## src/rtl/eth_pkg.sv

```systemverilog
// Shared Ethernet framing constants, transmit state encoding and CRC-32 byte step.
// Latency: n/a (declarations only).
// Backpressure: n/a. GMII_TX_PAD_EN adds the PAD state to the encoding.
package eth_pkg;

  localparam logic [7:0]  PREAMBLE_BYTE = 8'h55;
  localparam logic [7:0]  SFD_BYTE      = 8'hD5;
  localparam logic [31:0] CRC_POLY_REFL = 32'hEDB88320;
  localparam logic [31:0] CRC_INIT      = 32'hFFFFFFFF;

  typedef enum logic [2:0] {
    ST_IDLE,
    ST_PREAMBLE,
    ST_SFD,
    ST_DATA,
`ifdef GMII_TX_PAD_EN
    ST_PAD,
`endif
    ST_FCS,
    ST_IFG
  } tx_state_e;

  // One byte of the reflected CRC-32, LSB of the byte first.
  function automatic logic [31:0] crc32_byte(input logic [31:0] crc, input logic [7:0] dat);
    logic [31:0] r;
    r = crc ^ {24'd0, dat};
    for (int i = 0; i < 8; i++) begin
      r = r[0] ? ((r >> 1) ^ CRC_POLY_REFL) : (r >> 1);
    end
    return r;
  endfunction

endpackage

```

## src/rtl/gmii_tx_framer_if.sv

```systemverilog
// Payload byte stream into the transmit framer (valid/ready/last).
// Latency: n/a (signal bundle only).
// Backpressure: consumer holds s_ready low when it cannot take a byte.
interface gmii_tx_framer_if;
  logic [7:0] s_data;
  logic       s_valid;
  logic       s_last;
  logic       s_ready;

  modport master (output s_data, output s_valid, output s_last, input s_ready);
  modport slave  (input s_data, input s_valid, input s_last, output s_ready);
endinterface

```

## src/rtl/eth_crc32_d8.sv

```systemverilog
// Byte-parallel Ethernet CRC-32 register with enable and synchronous init.
// Latency: updated CRC visible one clock after the byte is presented.
// Backpressure: none; the register only advances when en is high.
module eth_crc32_d8
  import eth_pkg::*;
(
  input  logic        clk,
  input  logic        rst_n,
  input  logic        init,
  input  logic        en,
  input  logic [7:0]  dat,
  output logic [31:0] crc
);

  logic [31:0] crc_d, crc_q;

  // Init has priority so a new frame always starts from the seed value.
  always_comb begin
    crc_d = crc_q;
    if (init) begin
      crc_d = CRC_INIT;
    end else if (en) begin
      crc_d = crc32_byte(crc_q, dat);
    end
  end

  // CRC state register.
  always_ff @(posedge clk or negedge rst_n) begin
    if (!rst_n) crc_q <= CRC_INIT;
    else        crc_q <= crc_d;
  end

  assign crc = crc_q;

endmodule

```

## src/rtl/gmii_tx_framer.sv

```systemverilog
// GMII transmit framer: preamble, SFD, payload, optional pad, FCS, inter-frame gap.
// Latency: first 0x55 one clock after s_valid is seen in IDLE; accepted byte on gmii_txd next clock.
// Backpressure: s_ready only in SFD/DATA; an s_valid gap there aborts the frame with an inverted FCS.
// Optional feature macro: GMII_TX_PAD_EN pads short payloads with zeros up to MIN_FRAME.
module gmii_tx_framer
  import eth_pkg::*;
#(
  parameter int PREAMBLE_LEN = 7,
  parameter int IFG_BYTES    = 12,
  parameter int MIN_FRAME    = 60
) (
  input  logic                    gmii_tx_clk,
  input  logic                    rst_n,
  gmii_tx_framer_if.slave         s,
  output logic                    gmii_tx_en,
  output logic [7:0]              gmii_txd,
  output logic                    busy,
  output logic                    frame_done,
  output logic                    underrun
);

  tx_state_e   state_d, state_q;
  logic [7:0]  idx_d, idx_q;      // preamble / FCS byte / IFG position
  logic [10:0] cnt_d, cnt_q;      // payload+pad bytes, saturating
  logic        bad_d, bad_q;      // frame aborted: send the inverted FCS
  logic        tx_en_d, tx_en_q;
  logic [7:0]  txd_d, txd_q;
  logic        done_d, done_q;
  logic        urun_d, urun_q;
  logic        crc_init, crc_en, s_rdy;
  logic [7:0]  crc_dat;
  logic [31:0] crc;
  logic [31:0] fcs_word;
  logic [7:0]  fcs_byte;
  logic [10:0] cnt_inc;

  eth_crc32_d8 u_crc (
    .clk   (gmii_tx_clk),
    .rst_n (rst_n),
    .init  (crc_init),
    .en    (crc_en),
    .dat   (crc_dat),
    .crc   (crc)
  );

  assign cnt_inc  = (cnt_q == 11'h7FF) ? cnt_q : cnt_q + 11'd1;
  // Correct FCS is ~crc; an aborted frame sends the raw register instead.
  assign fcs_word = bad_q ? crc : ~crc;
  assign fcs_byte = fcs_word[{idx_q[1:0], 3'b000} +: 8];

`ifndef GMII_TX_PAD_EN
  logic unused_min_frame;
  assign unused_min_frame = ^MIN_FRAME;
`endif

  // Next-state, next wire byte and CRC control for the framing sequence.
  always_comb begin
    state_d  = state_q;
    idx_d    = idx_q;
    cnt_d    = cnt_q;
    bad_d    = bad_q;
    tx_en_d  = tx_en_q;
    txd_d    = txd_q;
    done_d   = 1'b0;
    urun_d   = 1'b0;
    crc_init = 1'b0;
    crc_en   = 1'b0;
    crc_dat  = s.s_data;
    s_rdy    = 1'b0;
    case (state_q)
      ST_IDLE: begin
        crc_init = 1'b1;
        tx_en_d  = 1'b0;
        txd_d    = 8'h00;
        if (s.s_valid) begin
          state_d = ST_PREAMBLE;
          idx_d   = 8'd1;
          cnt_d   = '0;
          bad_d   = 1'b0;
          tx_en_d = 1'b1;
          txd_d   = PREAMBLE_BYTE;
        end
      end
      ST_PREAMBLE: begin
        if (idx_q == 8'(PREAMBLE_LEN)) begin
          state_d = ST_SFD;
          txd_d   = SFD_BYTE;
        end else begin
          idx_d   = idx_q + 8'd1;
          txd_d   = PREAMBLE_BYTE;
        end
      end
      ST_SFD, ST_DATA: begin
        s_rdy = 1'b1;
        if (s.s_valid) begin
          txd_d   = s.s_data;
          crc_en  = 1'b1;
          cnt_d   = cnt_inc;
          state_d = ST_DATA;
          if (s.s_last) begin
            idx_d   = 8'd0;
            state_d = ST_FCS;
`ifdef GMII_TX_PAD_EN
            if (cnt_inc < 11'(MIN_FRAME)) state_d = ST_PAD;
`endif
          end
        end else begin
          // Abort: the first inverted FCS byte replaces the missing payload byte.
          urun_d  = 1'b1;
          bad_d   = 1'b1;
          txd_d   = crc[7:0];
          idx_d   = 8'd1;
          state_d = ST_FCS;
        end
      end
`ifdef GMII_TX_PAD_EN
      ST_PAD: begin
        txd_d   = 8'h00;
        crc_en  = 1'b1;
        crc_dat = 8'h00;
        cnt_d   = cnt_inc;
        if (cnt_inc == 11'(MIN_FRAME)) begin
          idx_d   = 8'd0;
          state_d = ST_FCS;
        end
      end
`endif
      ST_FCS: begin
        txd_d = fcs_byte;
        if (idx_q[1:0] == 2'd3) begin
          done_d  = 1'b1;
          idx_d   = 8'd0;
          state_d = ST_IFG;
        end else begin
          idx_d   = idx_q + 8'd1;
        end
      end
      ST_IFG: begin
        tx_en_d = 1'b0;
        txd_d   = 8'h00;
        if (idx_q == 8'(IFG_BYTES - 1)) begin
          idx_d   = 8'd0;
          state_d = ST_IDLE;
        end else begin
          idx_d   = idx_q + 8'd1;
        end
      end
      default: state_d = ST_IDLE;
    endcase
  end

  // State, counters and registered GMII outputs.
  always_ff @(posedge gmii_tx_clk or negedge rst_n) begin
    if (!rst_n) begin
      state_q <= ST_IDLE;
      idx_q   <= '0;
      cnt_q   <= '0;
      bad_q   <= 1'b0;
      tx_en_q <= 1'b0;
      txd_q   <= '0;
      done_q  <= 1'b0;
      urun_q  <= 1'b0;
    end else begin
      state_q <= state_d;
      idx_q   <= idx_d;
      cnt_q   <= cnt_d;
      bad_q   <= bad_d;
      tx_en_q <= tx_en_d;
      txd_q   <= txd_d;
      done_q  <= done_d;
      urun_q  <= urun_d;
    end
  end

  assign s.s_ready  = s_rdy;
  assign gmii_tx_en = tx_en_q;
  assign gmii_txd   = txd_q;
  assign busy       = (state_q != ST_IDLE);
  assign frame_done = done_q;
  assign underrun   = urun_q;

endmodule

```

## src/flat_wrapper.sv

```systemverilog
// flat-port wrapper written by rule: the top's interface ports become plain ports
module gmii_tx_framer_flat import eth_pkg::*;
#(
  parameter int PREAMBLE_LEN = 7,
  parameter int IFG_BYTES    = 12,
  parameter int MIN_FRAME    = 60
)
  (gmii_tx_clk, rst_n, gmii_tx_en, gmii_txd, busy, frame_done, underrun, s_s_data, s_s_valid, s_s_last, s_s_ready);
  gmii_tx_framer_if s_i ();
  input  logic gmii_tx_clk;
  input  logic rst_n;
  output logic gmii_tx_en;
  output logic [7:0] gmii_txd;
  output logic busy;
  output logic frame_done;
  output logic underrun;
  input wire logic [$bits(s_i.s_data)-1:0] s_s_data;
  input wire logic [$bits(s_i.s_valid)-1:0] s_s_valid;
  input wire logic [$bits(s_i.s_last)-1:0] s_s_last;
  output wire logic [$bits(s_i.s_ready)-1:0] s_s_ready;
  assign s_i.s_data = s_s_data;
  assign s_i.s_valid = s_s_valid;
  assign s_i.s_last = s_s_last;
  assign s_s_ready = s_i.s_ready;
  gmii_tx_framer #(.PREAMBLE_LEN(PREAMBLE_LEN), .IFG_BYTES(IFG_BYTES), .MIN_FRAME(MIN_FRAME)) u_core (.gmii_tx_clk(gmii_tx_clk), .rst_n(rst_n), .s(s_i), .gmii_tx_en(gmii_tx_en), .gmii_txd(gmii_txd), .busy(busy), .frame_done(frame_done), .underrun(underrun));
endmodule
```

## config.mk

```make
export PLATFORM = sky130hd
export DESIGN_NAME = gmii_tx_framer_flat
export DESIGN_NICKNAME = d
export VERILOG_FILES = /design/src/rtl/eth_pkg.sv /design/src/rtl/gmii_tx_framer_if.sv /design/src/rtl/eth_crc32_d8.sv /design/src/rtl/gmii_tx_framer.sv /design/src/flat_wrapper.sv
export SDC_FILE = /design/constraint.sdc
export NUM_CORES = 1
export LEC_CHECK = 0
export BUFFER_PORTS_ARGS = -buffer_cell sky130_fd_sc_hd__buf_4
export CAP_MARGIN = 20
export CORE_MARGIN = 4
export CORE_UTILIZATION = 50
export CTS_CLUSTER_SIZE = 16
export DETAILED_ROUTE_END_ITERATION = 12
export GPL_TIMING_DRIVEN = 0
export PLACE_DENSITY_LB_ADDON = 0.1
export SYNTH_ARGS = -nofsm -noshare
export SYNTH_HDL_FRONTEND = slang
export SYNTH_HIERARCHICAL = 1
export SYNTH_SLANG_ARGS = --single-unit
```

## constraint.sdc

```tcl
create_clock -name gmii_tx_clk -period 4.24 [get_ports gmii_tx_clk]
set_input_delay 0.848 -clock gmii_tx_clk [delete_from_list [all_inputs] [get_ports gmii_tx_clk]]
set_output_delay 0.848 -clock gmii_tx_clk [all_outputs]
set_load 0.05 [all_outputs]
```

# ---- Word-level counts from Yosys, hierarchy flattened
# Index checks and enable logic that the tools add are counted.
dict set report totals {
  ff_bits 55
  latchBits 0
  ram_bits 0
  romBits 0
  input_bits 12
  output_inout_bits 13
  elab_cells 86
  memories 0
}
dict set report classes {
  add_sub_neg 1
  mul 0
  div_mod_pow 0
  n_lt_le_gt_ge 0
  eq_ne 15
  n_shift 1
  muxes 41
  bitwise 10
  n_reduce_logical 10
}
# cell count
set ops {}
lappend ops {{$mux W32} 11}
lappend ops {{$not A13 Y14} 8}
lappend ops {{$pmux W8 S5} 2}
lappend ops {{$mux W8} 8}
lappend ops {{$not A32 Y32} 1}
lappend ops {{$shiftx A32 B6 Y8} 1}
lappend ops {{$xor A32 B8 Y32} 1}
lappend ops {{$mux W3} 6}
lappend ops {{$pmux W3 S5} 1}
lappend ops {{$mux W1} 10}
lappend ops {{$add A8 B1 Y8 const B} 1}
lappend ops {{$eq A8 B3 Y1 const B} 1}
lappend ops {{$eq A8 B4 Y1 const B} 1}
lappend ops {{$reduce_and A4 Y1} 2}
lappend ops {{$mux W7} 1}
lappend ops {{$eq A3 B2 Y1 const B} 2}
lappend ops {{$eq A3 B3 Y1 const B} 2}
lappend ops {{$ne A2 B1 Y1 const B} 3}
lappend ops {{$ne A2 B2 Y1 const B} 3}
lappend ops {{$reduce_bool A2 Y1} 3}
lappend ops {{$reduce_bool A5 Y1} 1}
lappend ops {{$pmux W1 S2} 2}
lappend ops {{$eq A3 B1 Y1 const B} 1}
lappend ops {{$logic_not A3 Y1} 1}
lappend ops {{5 further kinds} 5}

# ---- Logic depth before layout (Yosys ltp)
# Gate-level depths: netlist (run 1).
dict set report depth {
  ltp_word 19
  depth_mapped 9
  depth_no_buf 6
}

# ---- Modules after synthesis
# Netlist (run 1), hierarchy kept.
# mod instances cells_each area_per_inst_um2 seq_area_each_um2
set modules_own_cells {}
lappend modules_own_cells {eth_crc32_d8 1 192 2078.2 840.8}
lappend modules_own_cells {gmii_tx_framer 1 169 1717.9 575.6}

# ---- Worst setup path after synthesis (run 1)
# No wires, ideal clock.
dict set report synth_timing {
  path_kind {reg-to-output}
  start {register u_core.state_q[2]}
  end {output port busy}
  t_arrival_ns 1.617
  t_required_ns 3.392
  path_slack_ns 1.775
  stages_incl_launch_ff 5
  n_path_buf 2
  path_cell_list {dfrtp_1 buf_2 buf_1 nor3_1 inv_1}
}
dict set report synth_via {
  elab_chain_cells 1
}
# item line_no
set synth_rtl {}
lappend synth_rtl {{start, declared} gmii_tx_framer.sv:22} ;# tx_state_e state_d, state_q;
lappend synth_rtl {{start signal, assigned} gmii_tx_framer.sv:164} ;# state_q <= state_d;
lappend synth_rtl {{$reduce_bool A3 Y1} gmii_tx_framer.sv:178} ;# assign busy = (state_q != ST_IDLE);
lappend synth_rtl {{end, declared} flat_wrapper.sv:14} ;# output logic busy;
# Every way passes these cells.

# ---- Worst setup path after layout (run 1)
# Same ends and word-level chain as after synthesis.

==> impl_metrics.env, run 1 <==
export IMPL_holdBufCountCts=0
export IMPL_dieArea_sq_um=9050
export IMPL_cts_made_buffers=5
export IMPL_first_pass_iters=4
export IMPL_port_buffers=23
export IMPL_rsz0062_at_grt="false"
export IMPL_maxUsedRoutingLayer="met4"
export IMPL_maxSlewViolCount=0
export IMPL_cts_resized_gates=0
export IMPL_slowest_stage="nor3_1"
export IMPL_synthAdderAreaFrac=0.00989
export IMPL_post_dp_cell_area_sq_um=4090
export IMPL_cts_root_buf="clkbuf_8"
export IMPL_max_vdd_ir_drop_mv=0.412
export IMPL_first_global_vias=2824
export IMPL_critPathMaxStageDelay_ps=920
export IMPL_crit_required_ps=3390
export IMPL_critPathTopFamily="simple AND/OR/NAND/NOR gates"
export IMPL_layout_commonest_cell="a21oi_1"
export IMPL_drive_gt1_frac=0.296
export IMPL_r2r_slack_ps=1440
export IMPL_clk_pin_slew_ps=110
export IMPL_cap_violations=0
export IMPL_cp_arrival_ps=2530
export IMPL_drtAntennaViolNets=0
export IMPL_ys_async_sr_fraction=1.00
export IMPL_syn2layout_area_growth_pct=10.6
export IMPL_path_cells="buf_2, buf_1, nor3_1, inv_1, buf_4"
export IMPL_syn_area_per_cell_sq_um=10.5
export IMPL_place_hpwl_mm=6.66
export IMPL_synthCells=361
export IMPL_final_cell_mix="a21oi_1, xnor2_1, dfstp_2"
export IMPL_grtUsageTotal=0.222
export IMPL_start_util=0.518
export IMPL_relSlewSlack=0.246
export IMPL_fp_dieW_microns=95.1
export IMPL_synth_top_family_by_area="XOR/XNOR gates"
export IMPL_wl_mm=9.19
export IMPL_dr_wl_met2_mm=4.21
export IMPL_cts_tree="yes"
export IMPL_hold_violations=0
export IMPL_grt_max_degree=56
export IMPL_syn_nets=376
export IMPL_endpoint_kind="output port"
export IMPL_yosysSeqAreaShare=0.373
export IMPL_min_period_ps=3370
export IMPL_synth_mux_area_frac=0.0712
export IMPL_io_pins=25
export IMPL_yosysTopAreaCell="dfstp_2"
export IMPL_cts_num_sinks=55
export IMPL_tns_ps=0
export IMPL_r2r_end="u_core/u_crc/crc[31]"
export IMPL_power_density_nw_per_um2=841
export IMPL_yosys_area_share_simple=0.141
export IMPL_clkLatencyLatePin_ps=310
export IMPL_fmax_mhz=296
export IMPL_hp_class="reg2reg"
export IMPL_vias=2803
export IMPL_clockBufferDepth=2
export IMPL_fp_dieH_microns=95.1
export IMPL_rr_worst_depth=8
export IMPL_design_area_sq_um=4200
export IMPL_synthTopCellsByArea="dfstp_2, dfrtp_1, xnor2_1"
export IMPL_crit_path_start_kind="flop"
export IMPL_total_leakage_power_uw=0.00163
export IMPL_synth_edf_count=0
export IMPL_drc_errors=0
export IMPL_fillers=662
export IMPL_hp_start="u_core/gmii_tx_en"
export IMPL_criticalPathCategory="reg2out"
export IMPL_path_max_fanout=10
export IMPL_num_nets_final=406
export IMPL_multi_input_area_sq_um=2220
export IMPL_synth_xor_area_share=0.218
export IMPL_wl_met3_microns=411
export IMPL_yosysWarnings=6
export IMPL_initialDrtViolationCount=136
export IMPL_wl_per_cell_microns=18.7
export IMPL_gr_total_overflow=0
export IMPL_post_cts_buffers=0
export IMPL_final_setup_viol_count=0
export IMPL_grt_pass1_wl_mm=15.4
export IMPL_synth_seq_cells=55
export IMPL_core_sq_um=7330
export IMPL_fp_row_count=31
export IMPL_fin_worst_skew_ps=18.6
export IMPL_synth_compound_area_share=0.146
export IMPL_gp_congestion=0.859
export IMPL_cp_buffers_inverters=4
export IMPL_fin_crit_sh=0.796
export IMPL_wirelength_met1_mm=4.47
export IMPL_tightest_slew_ps=1120
export IMPL_total_power_uw=3530
export IMPL_synth_flop_cell="dfstp_2"
export IMPL_timing_rr_start="u_core/state_q[2]"
export IMPL_hold_depth=2
export IMPL_grt_antenna_before_repair=0
export IMPL_status="finished, final reports clean"
export IMPL_worstHoldEndpoint="u_core/gmii_tx_en"
export IMPL_vias_per_cell=5.71
export IMPL_h_tree_depth=2
export IMPL_synth_cell_types=57
export IMPL_yosysTopAreaCellShare=0.221
export IMPL_syn_cell_area_sq_um=3800
export IMPL_antenna_cells=0
export IMPL_seqCellArea_sq_um=1420
## cells by family (layout without fill, tap and decap cells)
logic type / Yosys count / after routing
buffers and inverters: 33 / 64
multiplexers: 17 / 17
adder cells (fa/ha/maj): 3 / 3
flip-flops: 55 / 55
XOR/XNOR: 75 / 75
AO/OA/AOI/OAI: 85 / 85
AND/OR/NAND/NOR: 93 / 93
## routing by layer
layer,vias to the layer above,GRT usage
met5,-,0
met4,0,0.0493
met3,9,0.0292
met2,60,0.345
met1,1394,0.330
li1,1340,-
## synth_stat cells, drive strengths merged (2+ instances only)
cell type and instances:
or2 16, nor4 3, nor2 31, xnor2 47, nand3 4, clkbuf 9, dfrtp 23, a21oi 42
and2 2, nand2 6, xor2 26, nor3 10, or3 2, mux4 8, a22oi 2, o21ai 10
inv 10, dfstp 32, o221ai 6, o31ai 7, mux2i 9, or4 5, a211o 5, buf 14
ha 3, o22ai 5, and3 2, nor2b 6
## state kept, by name, indices dropped and copies added, names as in the netlist
register           count
u_core/bad_q           1
u_core/u_crc/crc      32
u_core/underrun        1
u_core/state_q         3
u_core/frame_done      1
u_core/idx_q           8
u_core/gmii_txd        8
u_core/gmii_tx_en      1
## how the worst max path moves through the flow
stage / startpoint / endpoint / slack (ps) / cells after the start
after floorplan: u_core/state_q[2] / busy / 1770 / 4
after global placement: u_core/state_q[2] / busy / 1240 / 5
after detailed placement: u_core/state_q[2] / busy / 1220 / 5
after CTS: u_core/state_q[2] / busy / 870 / 5
after global routing: u_core/state_q[2] / busy / 730 / 5
final: u_core/state_q[2] / busy / 870 / 5
## per-stage QoR
step / instances / utilization / setup slack (ps) / hold WS [ps]
floorplan: 361 / - / 1770 / 516
global placement: 483 / 0.558 / 1240 / 529
detailed placement: 483 / 0.558 / 1220 / 544
CTS: 491 / 0.573 / 873 / 559
global route: 491 / 0.573 / 730 / 589
finish: 491 / 0.573 / 867 / 555
## cell type report
cell class,count,share of cell area
Clock inverter,1,0.00715
Clock buffer,7,0.0182
Timing Repair Buffer,23,0.0411
Inverter,10,0.00894
Tap cell,99,0.0295
Multi-Input combinational cell,273,0.529
Buffer,23,0.0286
Sequential cell,55,0.337
## where the power goes
group | internal (uW) | switching (uW) | leakage, uW | total (uW)
sequential | 773 | 183 | 0.000634 | 956
combinational | 1000 | 1220 | 0.000944 | 2220
clock | 177 | 174 | 0.0000524 | 352
total | 1950 | 1580 | 0.00163 | 3530
## worst min-delay path: stages, from the launching register on
cell and delay (ps):
dfrtp_1 410, inv_1 60, o22ai_1 60
Note: power is estimated with default switching activity, not from simulation.
==> inputs of run 2 (changes only) <==
- clock period: 4.24 -> 3.2 ns (I/O delays scaled with it)
==> impl_metrics.env, run 2 (same netlist as run 1, synthesis figures left out) <==
export IMPL_status="finished, final reports clean"
export IMPL_fin_crit_sh=0.882
export IMPL_cap_violations=0
export IMPL_syn2layout_area_growth_pct=10.7
export IMPL_grt_antenna_before_repair=0
export IMPL_final_setup_viol_count=0
export IMPL_first_global_vias=2824
export IMPL_rsz0062_at_grt="false"
export IMPL_cts_num_sinks=55
export IMPL_clockBufferDepth=2
export IMPL_vias_per_cell=5.70
export IMPL_relSlewSlack=0.526
export IMPL_clk_pin_slew_ps=110
export IMPL_crit_path_start_kind="flop"
export IMPL_initialDrtViolationCount=144
export IMPL_tns_ps=0
export IMPL_fin_worst_skew_ps=19.2
export IMPL_gr_total_overflow=0
export IMPL_grt_max_degree=56
export IMPL_cts_root_buf="clkbuf_8"
export IMPL_cts_resized_gates=0
export IMPL_post_cts_buffers=0
export IMPL_max_vdd_ir_drop_mv=0.546
export IMPL_min_period_ps=2820
export IMPL_criticalPathCategory="reg2reg"
export IMPL_fmax_mhz=354
export IMPL_grtUsageTotal=0.222
export IMPL_grt_pass1_wl_mm=15.4
export IMPL_dp_cells=483
export IMPL_h_tree_depth=2
export IMPL_cp_arrival_ps=3070
export IMPL_place_hpwl_mm=6.66
export IMPL_total_leakage_power_uw=0.00163
export IMPL_fp_dieH_microns=95.1
export IMPL_design_area_sq_um=4200
export IMPL_path_max_fanout=10
export IMPL_final_cells=491
export IMPL_antenna_cells=0
export IMPL_wl_per_cell_microns=18.7
export IMPL_clkLatencyLatePin_ps=310
export IMPL_io_pins=25
export IMPL_hold_violations=0
export IMPL_holdBufCountCts=0
export IMPL_utilization=0.573
export IMPL_fp_row_count=31
export IMPL_endpoint_kind="flop"
export IMPL_core_sq_um=7330
export IMPL_drc_errors=0
export IMPL_tightest_slew_ps=711
export IMPL_post_dp_cell_area_sq_um=4090
export IMPL_maxSlewViolCount=0
export IMPL_dieArea_sq_um=9050
export IMPL_vias=2799
export IMPL_gp_congestion=0.859
export IMPL_start_util=0.518
export IMPL_cts_tree="yes"
export IMPL_fillers=662
export IMPL_drtAntennaViolNets=0
export IMPL_wl_mm=9.19
export IMPL_port_buffers=23
export IMPL_final_cell_mix="a21oi_1, xnor2_1, dfstp_2"
export IMPL_cts_made_buffers=5
export IMPL_num_nets_final=406
export IMPL_fp_dieW_microns=95.1
export IMPL_first_pass_iters=4
export IMPL_crit_required_ps=3450
export IMPL_layout_commonest_cell="a21oi_1"
export IMPL_drive_gt1_frac=0.298
export IMPL_power_density_nw_per_um2=1110
export IMPL_largest_reg_flops=32
export IMPL_hp_class="in2async"
==> run 2: cell types whose count changed in the layout (fill, tap and decap cells not counted) <==
cell and delta:
nor3_1 -1, nor3_2 +1
==> run 2: critical path, stage by stage (launching register included) <==
cell and delay (ps):
dfrtp_1 470, buf_2 220, buf_1 270, inv_1 170
and3_1 160, clkbuf_1 460, clkbuf_1 540, a21oi_1 160
or2_2 300
==> run 2: final timing paths <==
kind                                         to  slack, ps              start  cells after the start
hold / removal                u_core/state_q[0]        360              rst_n                      1
min in group gmii_tx_clk        u_core/idx_q[7]        560    u_core/idx_q[7]                      2
setup / recovery           u_core/u_crc/crc[31]        380  u_core/state_q[2]                      8
max in group asynchronous       u_core/idx_q[5]       2360              rst_n                      1
setup reg to reg           u_core/u_crc/crc[31]        380  u_core/state_q[2]                      8
hold reg to reg                 u_core/idx_q[7]        560    u_core/idx_q[7]                      2
==> run 2: layout make-up <==
| type | count | area, sq um | area share |
|---|---|---|---|
| plain buffers | 23 | 120 | 0.0286 |
| repair buffers | 23 | 173 | 0.0411 |
| flip-flops and latches | 55 | 1420 | 0.337 |
| inverters | 10 | 37.5 | 0.00893 |
| multi-input cells | 273 | 2230 | 0.530 |
| clock inverters | 1 | 30.0 | 0.00714 |
| clock buffers | 7 | 76.3 | 0.0182 |
| well taps | 99 | 124 | 0.0295 |
==> run 2: layer usage <==
metal  share of wire  GRT usage
met3           0.048     0.0292
met4           0.011     0.0493
met1            0.48      0.330
met5               0          0
met2            0.46      0.345
==> run 2: power breakdown <==
group / internal (uW) / switching (uW)
sequential: 1020 / 243
clock: 235 / 231
combinational: 1330 / 1620
total: 2590 / 2090
==> run 2: stage by stage <==
stage / setup WS, ps / hold WS (ps) / power (uW)
after floorplan: 943 / 344 / 3570
after global placement: 404 / 529 / 4150
after detailed placement: 393 / 544 / 4200
after CTS: 41.5 / 401 / 4690
after global routing: 215 / 399 / 5030
final: 378 / 359 / 4680
==> inputs of run 3 (changes only) <==
- ABC_AREA: unset -> 1
==> impl_metrics.env, run 3 <==
export IMPL_status="finished, final reports clean"
export IMPL_cap_violations=0
export IMPL_fp_dieW_microns=100
export IMPL_drtAntennaViolNets=0
export IMPL_ys_async_sr_fraction=1.00
export IMPL_port_buffers=24
export IMPL_endpoint_kind="flop"
export IMPL_syn2layout_area_growth_pct=10.4
export IMPL_fillers=832
export IMPL_hp_class="in2async"
export IMPL_relSlewSlack=0.511
export IMPL_antenna_cells=0
export IMPL_num_nets_final=673
export IMPL_rsz0062_at_grt="false"
export IMPL_largest_reg_flops=32
export IMPL_io_pins=25
export IMPL_r2r_slack_ps=930
export IMPL_critPathMaxStageDelay_ps=510
export IMPL_tightest_slew_ps=733
export IMPL_yosysSeqAreaShare=0.332
export IMPL_cts_num_sinks=55
export IMPL_wl_per_cell_microns=15.5
export IMPL_layout_commonest_cell="nand2_1"
export IMPL_h_tree_depth=2
export IMPL_grt_antenna_before_repair=0
export IMPL_grt_pass1_wl_mm=19.9
export IMPL_criticalPathCategory="reg2reg"
export IMPL_drc_errors=0
export IMPL_yosysTopAreaCellShare=0.197
export IMPL_critPathMostFrequentCell="inv_1"
export IMPL_place_ws_ps=891
export IMPL_cts_resized_gates=0
export IMPL_total_power_uw=5150
export IMPL_synth_cell_types=41
export IMPL_clockBufferDepth=2
export IMPL_core_sq_um=8260
export IMPL_final_cell_mix="nand2_1, nand3_1, inv_1"
export IMPL_yosysTopAreaCell="dfstp_2"
export IMPL_power_density_nw_per_um2=1090
export IMPL_cp_arrival_ps=2530
export IMPL_crit_required_ps=3460
export IMPL_cts_made_buffers=5
export IMPL_gr_total_overflow=0
export IMPL_grtUsageTotal=0.246
export IMPL_maxSlewViolCount=0
export IMPL_initialDrtViolationCount=289
export IMPL_cts_root_buf="clkbuf_8"
export IMPL_r2r_end="u_core/u_crc/crc[10]"
export IMPL_holdBufCountCts=0
export IMPL_synthTopCellsByArea="dfstp_2, nand2_1, dfrtp_1"
export IMPL_synth_flop_cell="dfstp_2"
export IMPL_layout_setup_ws_ps=930
export IMPL_clkLatencyLatePin_ps=310
export IMPL_grt_max_degree=56
export IMPL_fmax_mhz=440
export IMPL_gp_congestion=0.925
export IMPL_slowest_stage="dfrtp_1"
export IMPL_fin_crit_sh=0.710
export IMPL_path_cells="inv_2, nand2_1, inv_1, nor2_4, clkinv_1, buf_2, o22ai_1, inv_1"
export IMPL_total_leakage_power_uw=0.00243
export IMPL_dieArea_sq_um=10100
export IMPL_min_period_ps=2270
export IMPL_synth_seq_cells=55
export IMPL_crit_path_start_kind="flop"
export IMPL_clk_pin_slew_ps=110
export IMPL_hold_violations=0
export IMPL_tns_ps=0
export IMPL_seqCellArea_sq_um=1420
export IMPL_fin_worst_skew_ps=10.8
export IMPL_post_cts_buffers=0
export IMPL_place_hpwl_mm=8.77
export IMPL_yosys_top_cells_count="nand2_1, nand3_1, inv_1"
export IMPL_syn_nets=642
export IMPL_cp_buffers_inverters=5
export IMPL_hold_ws_ps=376
export IMPL_syn_area_per_cell_sq_um=6.80
export IMPL_final_setup_viol_count=0
export IMPL_wl_mm=11.8
export IMPL_syn_cell_area_sq_um=4260
export IMPL_rr_worst_depth=8
export IMPL_multi_input_area_sq_um=2470
export IMPL_synthCells=627
export IMPL_synth_edf_count=0
export IMPL_max_vdd_ir_drop_mv=0.412
export IMPL_start_util=0.516
export IMPL_path_max_fanout=10
export IMPL_yosysWarnings=6
export IMPL_fp_row_count=33
export IMPL_timing_rr_start="u_core/state_q[2]"
export IMPL_first_pass_iters=5
export IMPL_vias=4111
export IMPL_vias_per_cell=5.38
export IMPL_yosysMostFrequentCell="nand2_1"
export IMPL_cts_tree="yes"
export IMPL_drive_gt1_frac=0.203
export IMPL_first_global_vias=4019
export IMPL_fp_dieH_microns=100
export IMPL_critPathTopFamily="buffers and inverters"
-- run 3: final cells by class --
class	count	area share
Buffer	11	0.0146
Multi-Input combinational cell	482	0.526
Clock inverter	2	0.0128
Sequential cell	55	0.301
Timing Repair Buffer	24	0.0383
Tap cell	105	0.0279
Inverter	79	0.0641
Clock buffer	6	0.0154
-- run 3: logic make-up after synthesis --
group,Yosys count,synth area share
buffers and inverters,90,0.0869
adder cells (fa/ha/maj),3,0.00881
XOR/XNOR,33,0.0740
flip-flops,55,0.332
AO/OA/AOI/OAI,62,0.0863
AND/OR/NAND/NOR,384,0.412
-- run 3: per-stage QoR --
step	std cells	utilization	instance area, sq um
6_report	764	0.570	4710
5_1_grt	764	0.570	4710
4_1_cts	764	0.570	4710
3_5_place_dp	756	0.554	4570
3_3_place_gp	756	0.554	4570
2_1_floorplan	627	-	4260
-- run 3: worst max-delay path by stage --
stage | start | to | slack, ps | cells after the start
after detailed placement | s_s_valid | u_core/u_crc/crc[10] | 890 | 8
after CTS | u_core/state_q[2] | u_core/u_crc/crc[31] | 980 | 8
after global routing | u_core/state_q[2] | u_core/u_crc/crc[11] | 780 | 8
final | u_core/state_q[2] | u_core/u_crc/crc[10] | 930 | 8
after global placement | s_s_valid | u_core/u_crc/crc[3] | 890 | 8
after floorplan | u_core/state_q[2] | u_core/u_crc/crc[8] | 1000 | 10
-- run 3: routing by layer --
layer	routed length, microns	vias to the layer above	global-route usage	share of wire
li1	-	2050	-	-
met1	5470	1918	0.332	0.46
met2	5590	131	0.420	0.47
met3	630	12	0.0271	0.053
met4	130	0	0.0611	0.011
met5	0	-	0	0
-- run 3: power by group --
part	switching [uW]	internal, uW	total [uW]
clock network	246	313	559
registers	289	1100	1390
logic	2140	1060	3200
total	2680	2470	5150
